## config.mk

```make
export PLATFORM = sky130hd
export DESIGN_NAME = anton_neopixel_apb_streamer
export DESIGN_NICKNAME = d
export VERILOG_FILES = /design/src/rtl/anton_neopixel_apb_streamer.sv
export SDC_FILE = /design/constraint.sdc
export NUM_CORES = 1
export LEC_CHECK = 0
export ABC_AREA = 1
export BUFFER_PORTS_ARGS = -buffer_cell sky130_fd_sc_hd__buf_2
export CORE_ASPECT_RATIO = 0.9
export CORE_MARGIN = 2
export CORE_UTILIZATION = 48
export CTS_CLUSTER_SIZE = 20
export DETAILED_ROUTE_END_ITERATION = 10
export GPL_ROUTABILITY_DRIVEN = 0
export PLACE_DENSITY = 0.75
export REMOVE_ABC_BUFFERS = 1
export SKIP_CTS_REPAIR_TIMING = 1
export SYNTH_ARGS = -nofsm -noshare
export SYNTH_HDL_FRONTEND = slang
export SYNTH_SLANG_ARGS = --single-unit
```

## constraint.sdc

```tcl
create_clock -name apbPclk -period 1.7 [get_ports apbPclk]
set_clock_uncertainty 0.1 [all_clocks]
set_input_delay 0.255 -clock apbPclk [delete_from_list [all_inputs] [get_ports apbPclk]]
set_output_delay 0.255 -clock apbPclk [all_outputs]
set_load 0.005 [all_outputs]
```

## src/rtl/anton_neopixel_apb_streamer.sv

```systemverilog
// anton_neopixel_apb_streamer: turns a byte stream into neopixel APB pixel writes plus one control write per frame.
// Optional read-back verify of every pixel write is enabled by defining ANTON_NEOPIXEL_STREAMER_VERIFY_EN.
module anton_neopixel_apb_streamer #(
    parameter logic [12:0] BUFFER_END = 13'd31,
    parameter logic [12:0] CTRL_REG   = 13'd0,
    parameter logic [7:0]  CTRL_VALUE = 8'h01
) (
    input  logic        apbPclk,
    input  logic        apbPreset,
    input  logic        enable,
    input  logic [7:0]  streamData,
    input  logic        streamValid,
    input  logic        streamLast,
    output logic        streamReady,
    output logic [15:0] apbPaddr,
    output logic [7:0]  apbPwData,
    output logic        apbPselx,
    output logic        apbPenable,
    output logic        apbPwrite,
    input  logic [7:0]  apbPrData,
    input  logic        apbPready,
    input  logic        apbPslverr,
    output logic        frameDone,
    output logic        busy,
    output logic [7:0]  errorCount
`ifdef ANTON_NEOPIXEL_STREAMER_VERIFY_EN
    ,
    output logic [7:0]  mismatchCount
`endif
);
    typedef enum logic [2:0] {
        IDLE, D_SETUP, D_ACCESS, C_SETUP, C_ACCESS
`ifdef ANTON_NEOPIXEL_STREAMER_VERIFY_EN
        , R_SETUP, R_ACCESS
`endif
    } state_t;

    state_t      r_state, w_next, w_after_data;
    logic [12:0] r_addr;
    logic [7:0]  r_data, r_err;
    logic        r_last;
    logic        w_accept, w_eof, w_access, w_data_done;
    logic        w_sel, w_en, w_wr, w_ctl;
    logic [15:0] w_paddr;
    logic [7:0]  w_wdata;

    assign streamReady = enable && r_state == IDLE;
    assign busy        = r_state != IDLE;
    assign frameDone   = r_state == C_ACCESS && apbPready;
    assign errorCount  = r_err;
    assign w_accept    = streamValid && streamReady;
    assign w_eof       = r_last || r_addr == BUFFER_END;

`ifdef ANTON_NEOPIXEL_STREAMER_VERIFY_EN
    logic [7:0] r_mm;
    assign mismatchCount = r_mm;
    assign w_access      = apbPready && (r_state == D_ACCESS || r_state == C_ACCESS || r_state == R_ACCESS);
    assign w_data_done   = apbPready && r_state == R_ACCESS;
    assign w_after_data  = R_SETUP;
    assign w_en          = w_next == D_ACCESS || w_next == C_ACCESS || w_next == R_ACCESS;
    always_ff @(posedge apbPclk) begin
        if (apbPreset)
            r_mm <= '0;
        else if (w_data_done && apbPrData != r_data && r_mm != 8'hFF)
            r_mm <= r_mm + 8'd1;
    end
`else
    logic w_unused;
    assign w_unused     = ^apbPrData;
    assign w_access     = apbPready && (r_state == D_ACCESS || r_state == C_ACCESS);
    assign w_data_done  = apbPready && r_state == D_ACCESS;
    assign w_after_data = w_eof ? C_SETUP : IDLE;
    assign w_en         = w_next == D_ACCESS || w_next == C_ACCESS;
`endif

    always_comb begin
        w_next = r_state;
        case (r_state)
            IDLE:     w_next = w_accept ? D_SETUP : IDLE;
            D_SETUP:  w_next = D_ACCESS;
            D_ACCESS: w_next = apbPready ? w_after_data : D_ACCESS;
            C_SETUP:  w_next = C_ACCESS;
            C_ACCESS: w_next = apbPready ? IDLE : C_ACCESS;
`ifdef ANTON_NEOPIXEL_STREAMER_VERIFY_EN
            R_SETUP:  w_next = R_ACCESS;
            R_ACCESS: w_next = apbPready ? (w_eof ? C_SETUP : IDLE) : R_ACCESS;
`endif
            default:  w_next = IDLE;
        endcase
    end

    // APB outputs are registered from the next state so they line up with the state they describe
    assign w_sel   = w_next != IDLE;
    assign w_ctl   = w_next == C_SETUP || w_next == C_ACCESS;
    assign w_wr    = w_next == D_SETUP || w_next == D_ACCESS || w_ctl;
    assign w_paddr = !w_sel ? 16'h0 : w_ctl ? {1'b1, CTRL_REG, 2'b00} : {1'b0, r_addr, 2'b00};
    assign w_wdata = !w_wr ? 8'h0 : w_ctl ? CTRL_VALUE : (r_state == IDLE ? streamData : r_data);

    always_ff @(posedge apbPclk) begin
        if (apbPreset) begin
            r_state    <= IDLE;
            r_addr     <= '0;
            r_data     <= '0;
            r_last     <= 1'b0;
            r_err      <= '0;
            apbPselx   <= 1'b0;
            apbPenable <= 1'b0;
            apbPwrite  <= 1'b0;
            apbPaddr   <= '0;
            apbPwData  <= '0;
        end else begin
            r_state    <= w_next;
            apbPselx   <= w_sel;
            apbPenable <= w_en;
            apbPwrite  <= w_wr;
            apbPaddr   <= w_paddr;
            apbPwData  <= w_wdata;
            if (w_accept) begin
                r_data <= streamData;
                r_last <= streamLast;
            end
            if (w_access && apbPslverr && r_err != 8'hFF)
                r_err <= r_err + 8'd1;
            if (frameDone)
                r_addr <= '0;
            else if (w_data_done && !w_eof)
                r_addr <= r_addr + 13'd1;
        end
    end
endmodule

```

==> run_results.csv <==
group,metric,value,unit
route,routed_wl,5700,um
clock_network,htreeDepth,3,
clock_network,clk_pin_slew,0.07,ns
setup_path,required,1.88,ns
route,drc,0,
route,num_vias,2278,
sta,finalCriticalPeriod,1.66,ns
pwr,p_leak,1.44,nW
hold_path,hp-class,"input port to flip-flop",
setup_path,start_kind,"flip-flop",
sta,fmax,604,MHz
clock_network,cts-root-buf,"clkbuf_8",
sta,tns,0,ns
layout,fill_cells,418,
route,vias_per_cell,4.93,
route,ant_nets,0,
pwr,power.density,874,nW/um2
floorplanning,core,5220,um2
setup_path,crit_fanout,7,
route,top_layer_used,"met4",
layout,final_common_cell,"dfxtp_1",
clock_network,clock_sinks,58,
global_routing,grt-ovfl-total,0,
synthesis,syn_avg_cell_area,8.16,um2
synthesis,syn-cell-area,2570,um2
run_status,status,"finished, final reports clean",
clock_network,clkLatencyLatePin,0.34,ns
placed_design,placed_cell_area,2990,um2
global_routing,antenna_found_initial,0,
synthesis,synth_edf_count,0,
hold_path,hold-path-cell-count,3,
global_routing,grt_pass1_wl,8890,um
clock_network,cts_tree,"done",
layout,final_cell_mix,"dfxtp_1, buf_2, nand2_1",
setup_path,cp.arrival,1.84,ns
synthesis,ys_seq_area_share,45.2,%
placed_design,pre_cts_ws,-0.0213,ns
setup_path,crit_path_end_kind,"flip-flop",
synthesis,synth_top_family_by_area,"simple AND/OR/NAND/NOR gates",
flow_run,maxCapViolations,0,
hold_path,min-delay-start,"streamData[7]",
synthesis,ys_ff_latch,58,
placed_design,dp_hpwl,3880,um
setup_path,ff2ff_setup_slack,0.04,ns
layout,finalInstanceArea,3360,um2
route,first_pass_iters,4,
setup_path,cpMostUsedCell,"nand2_2",
route,wl_met1,2340,um
setup_path,cp_slowest_cell,"dfxtp_2",
synthesis,synth_flop_cell,"dfxtp_1",
floorplanning,die_x,81.2,um
floorplanning,rows,25,
route,drt_iter0_markers,137,
sta,finalCritPeriodShare,97.4,%
sta,setup_viol,0,
synthesis,yosysWarnings,0,
synthesis,syn_inst,315,
floorplanning,io_pins,61,
floorplanning,die_area,5960,um2
layout,drive_above_1_share,37.7,%
placed_design,io_buffers,50,
global_routing,grt_max_degree,18,
layout,areaGrowthSynthToFinish,30.8,%
synthesis,synthMuxAreaShare,0,%
route,route.met3.wl,337,um
clock_network,cts_buffer_depth,2,
setup_path,path_buf_inv,1,
layout,nets,415,
synthesis,synth.distinct_cells,30,
pwr,peakVddDrop,0.000503,V
floorplanning,die_h,73.4,um
floorplanning,initial_utilization,49.2,%
sta,maxSlewViolCount,0,
route,routed-wl-met2,2920,um
sta,finalHoldViolCount,0,
global_routing,grt_usage,19.5,%
setup_path,worstPathCellList,"ha_4, nand3_4, nor2_4, nand2_2, nand3_2, nand2_2, nand2_2, nand2_4, nand2_4, nand2_8, clkbuf_16, nor2_4",
layout,antenna_cells,0,
sta,fin_ws,0.0445,ns
setup_path,r2r-start,"r_addr[1]",
synthesis,synth-compound-area-share,11.6,%
synthesis,synth-async-reset-ratio,0,%
setup_path,path_class,"flip-flop to flip-flop",
synthesis,synth_fa_ha_area_share,0.973,%
setup_path,worst_r2r_path_depth,12,
setup_path,slowest_delay,0.35,ns
route,wl_per_cell,12.3,um
setup_path,critical_path.top_delay_family,"simple AND/OR/NAND/NOR gates",
global_routing,grt_pass1_vias,2058,
hold_path,min_to,"r_data[7]",
clock_network,cts_inserted_buffers,9,
synthesis,synth_xor_area_share,4.09,%
setup_path,r2r-end,"apbPaddr[7]",
synthesis,synth-simple-area-share,28.2,%
per-stage QoR:
| step | util (%) | total power, mW | hold WS [ns] | cells |
|---|---|---|---|---|
| CTS | 61.0 | 2.93 | 0.100 | 458 |
| global placement | 57.3 | 1.69 | 0.336 | 442 |
| global route | 64.4 | 3.06 | 0.127 | 462 |
| detailed placement | 57.3 | 1.69 | 0.347 | 442 |
| floorplan | - | 1.58 | 0.224 | 304 |
| finish | 64.4 | 2.94 | 0.108 | 462 |
final cells by class:
class	count	area, um2	share of cell area, %
multi-input cells	205	1280	38.1
flip-flops and latches	58	1170	34.7
repair buffers	75	484	14.4
inverters	41	154	4.58
clock buffers	9	124	3.68
well taps	67	83.8	2.49
clock inverters	7	68.8	2.05
how the worst max path moves through the flow:
stage,start,end,cells after the start
2_1_floorplan,r_addr[0],r_addr[0],9
4_1_cts,r_addr[0],apbPaddr[10],12
5_1_grt,r_addr[1],apbPaddr[7],12
6_report,r_addr[1],apbPaddr[7],12
3_3_place_gp,r_addr[0],apbPwData[1],11
3_5_place_dp,r_addr[0],apbPaddr[10],11
power by group:
| group | switching (mW) | internal (mW) |
|---|---|---|
| combinational | 0.172 | 0.118 |
| clock | 0.567 | 0.672 |
| sequential | 0.0129 | 1.40 |
synthesized netlist by cell type (4+ instances only):
master	number	area share, %
dfxtp_1	58	45
nand2_4	5	2.2
nor3_1	7	1.4
nand2_1	55	8.0
nor2_2	10	2.4
clkbuf_1	4	0.58
inv_1	37	5.4
xor2_1	10	3.4
nor2_4	13	5.7
a21oi_1	31	6.0
o21ai_0	23	4.5
nand4_1	8	1.9
nor2_1	17	2.5
nand3_1	11	2.1
cell families (layout without fill, tap and decap cells):
family	count (synthesis)	after routing
XOR/XNOR	12	12
adder cells (fa/ha/maj)	2	2
other	1	2
AND/OR/NAND/NOR	132	132
AO/OA/AOI/OAI	57	57
buffers and inverters	53	132
flip-flops	58	58
state kept, by name, indices dropped and copies added (netlist names), 3 cells and up:
| signal | cells |
|---|---|
| r_data | 8 |
| errorCount | 8 |
| apbPaddr | 14 |
| r_state | 3 |
| apbPwData | 8 |
| r_addr | 13 |
worst reg2reg max path, delay by kind of cell (launching register included):
| kind | cells | cell delay, ns |
|---|---|---|
| fa+ha+maj | 1 | 0.15 |
| simple gates | 10 | 0.82 |
| flops | 1 | 0.35 |
| buf+inv | 1 | 0.18 |
per-layer routing:
metal / track usage [%] / vias up
met1: 22.0 / 1041
met3: 7.37 / 11
li1: - / 1153
met5: 0 / -
met4: 5.65 / 0
met2: 34.4 / 73
(Power assumes the default switching activity.)
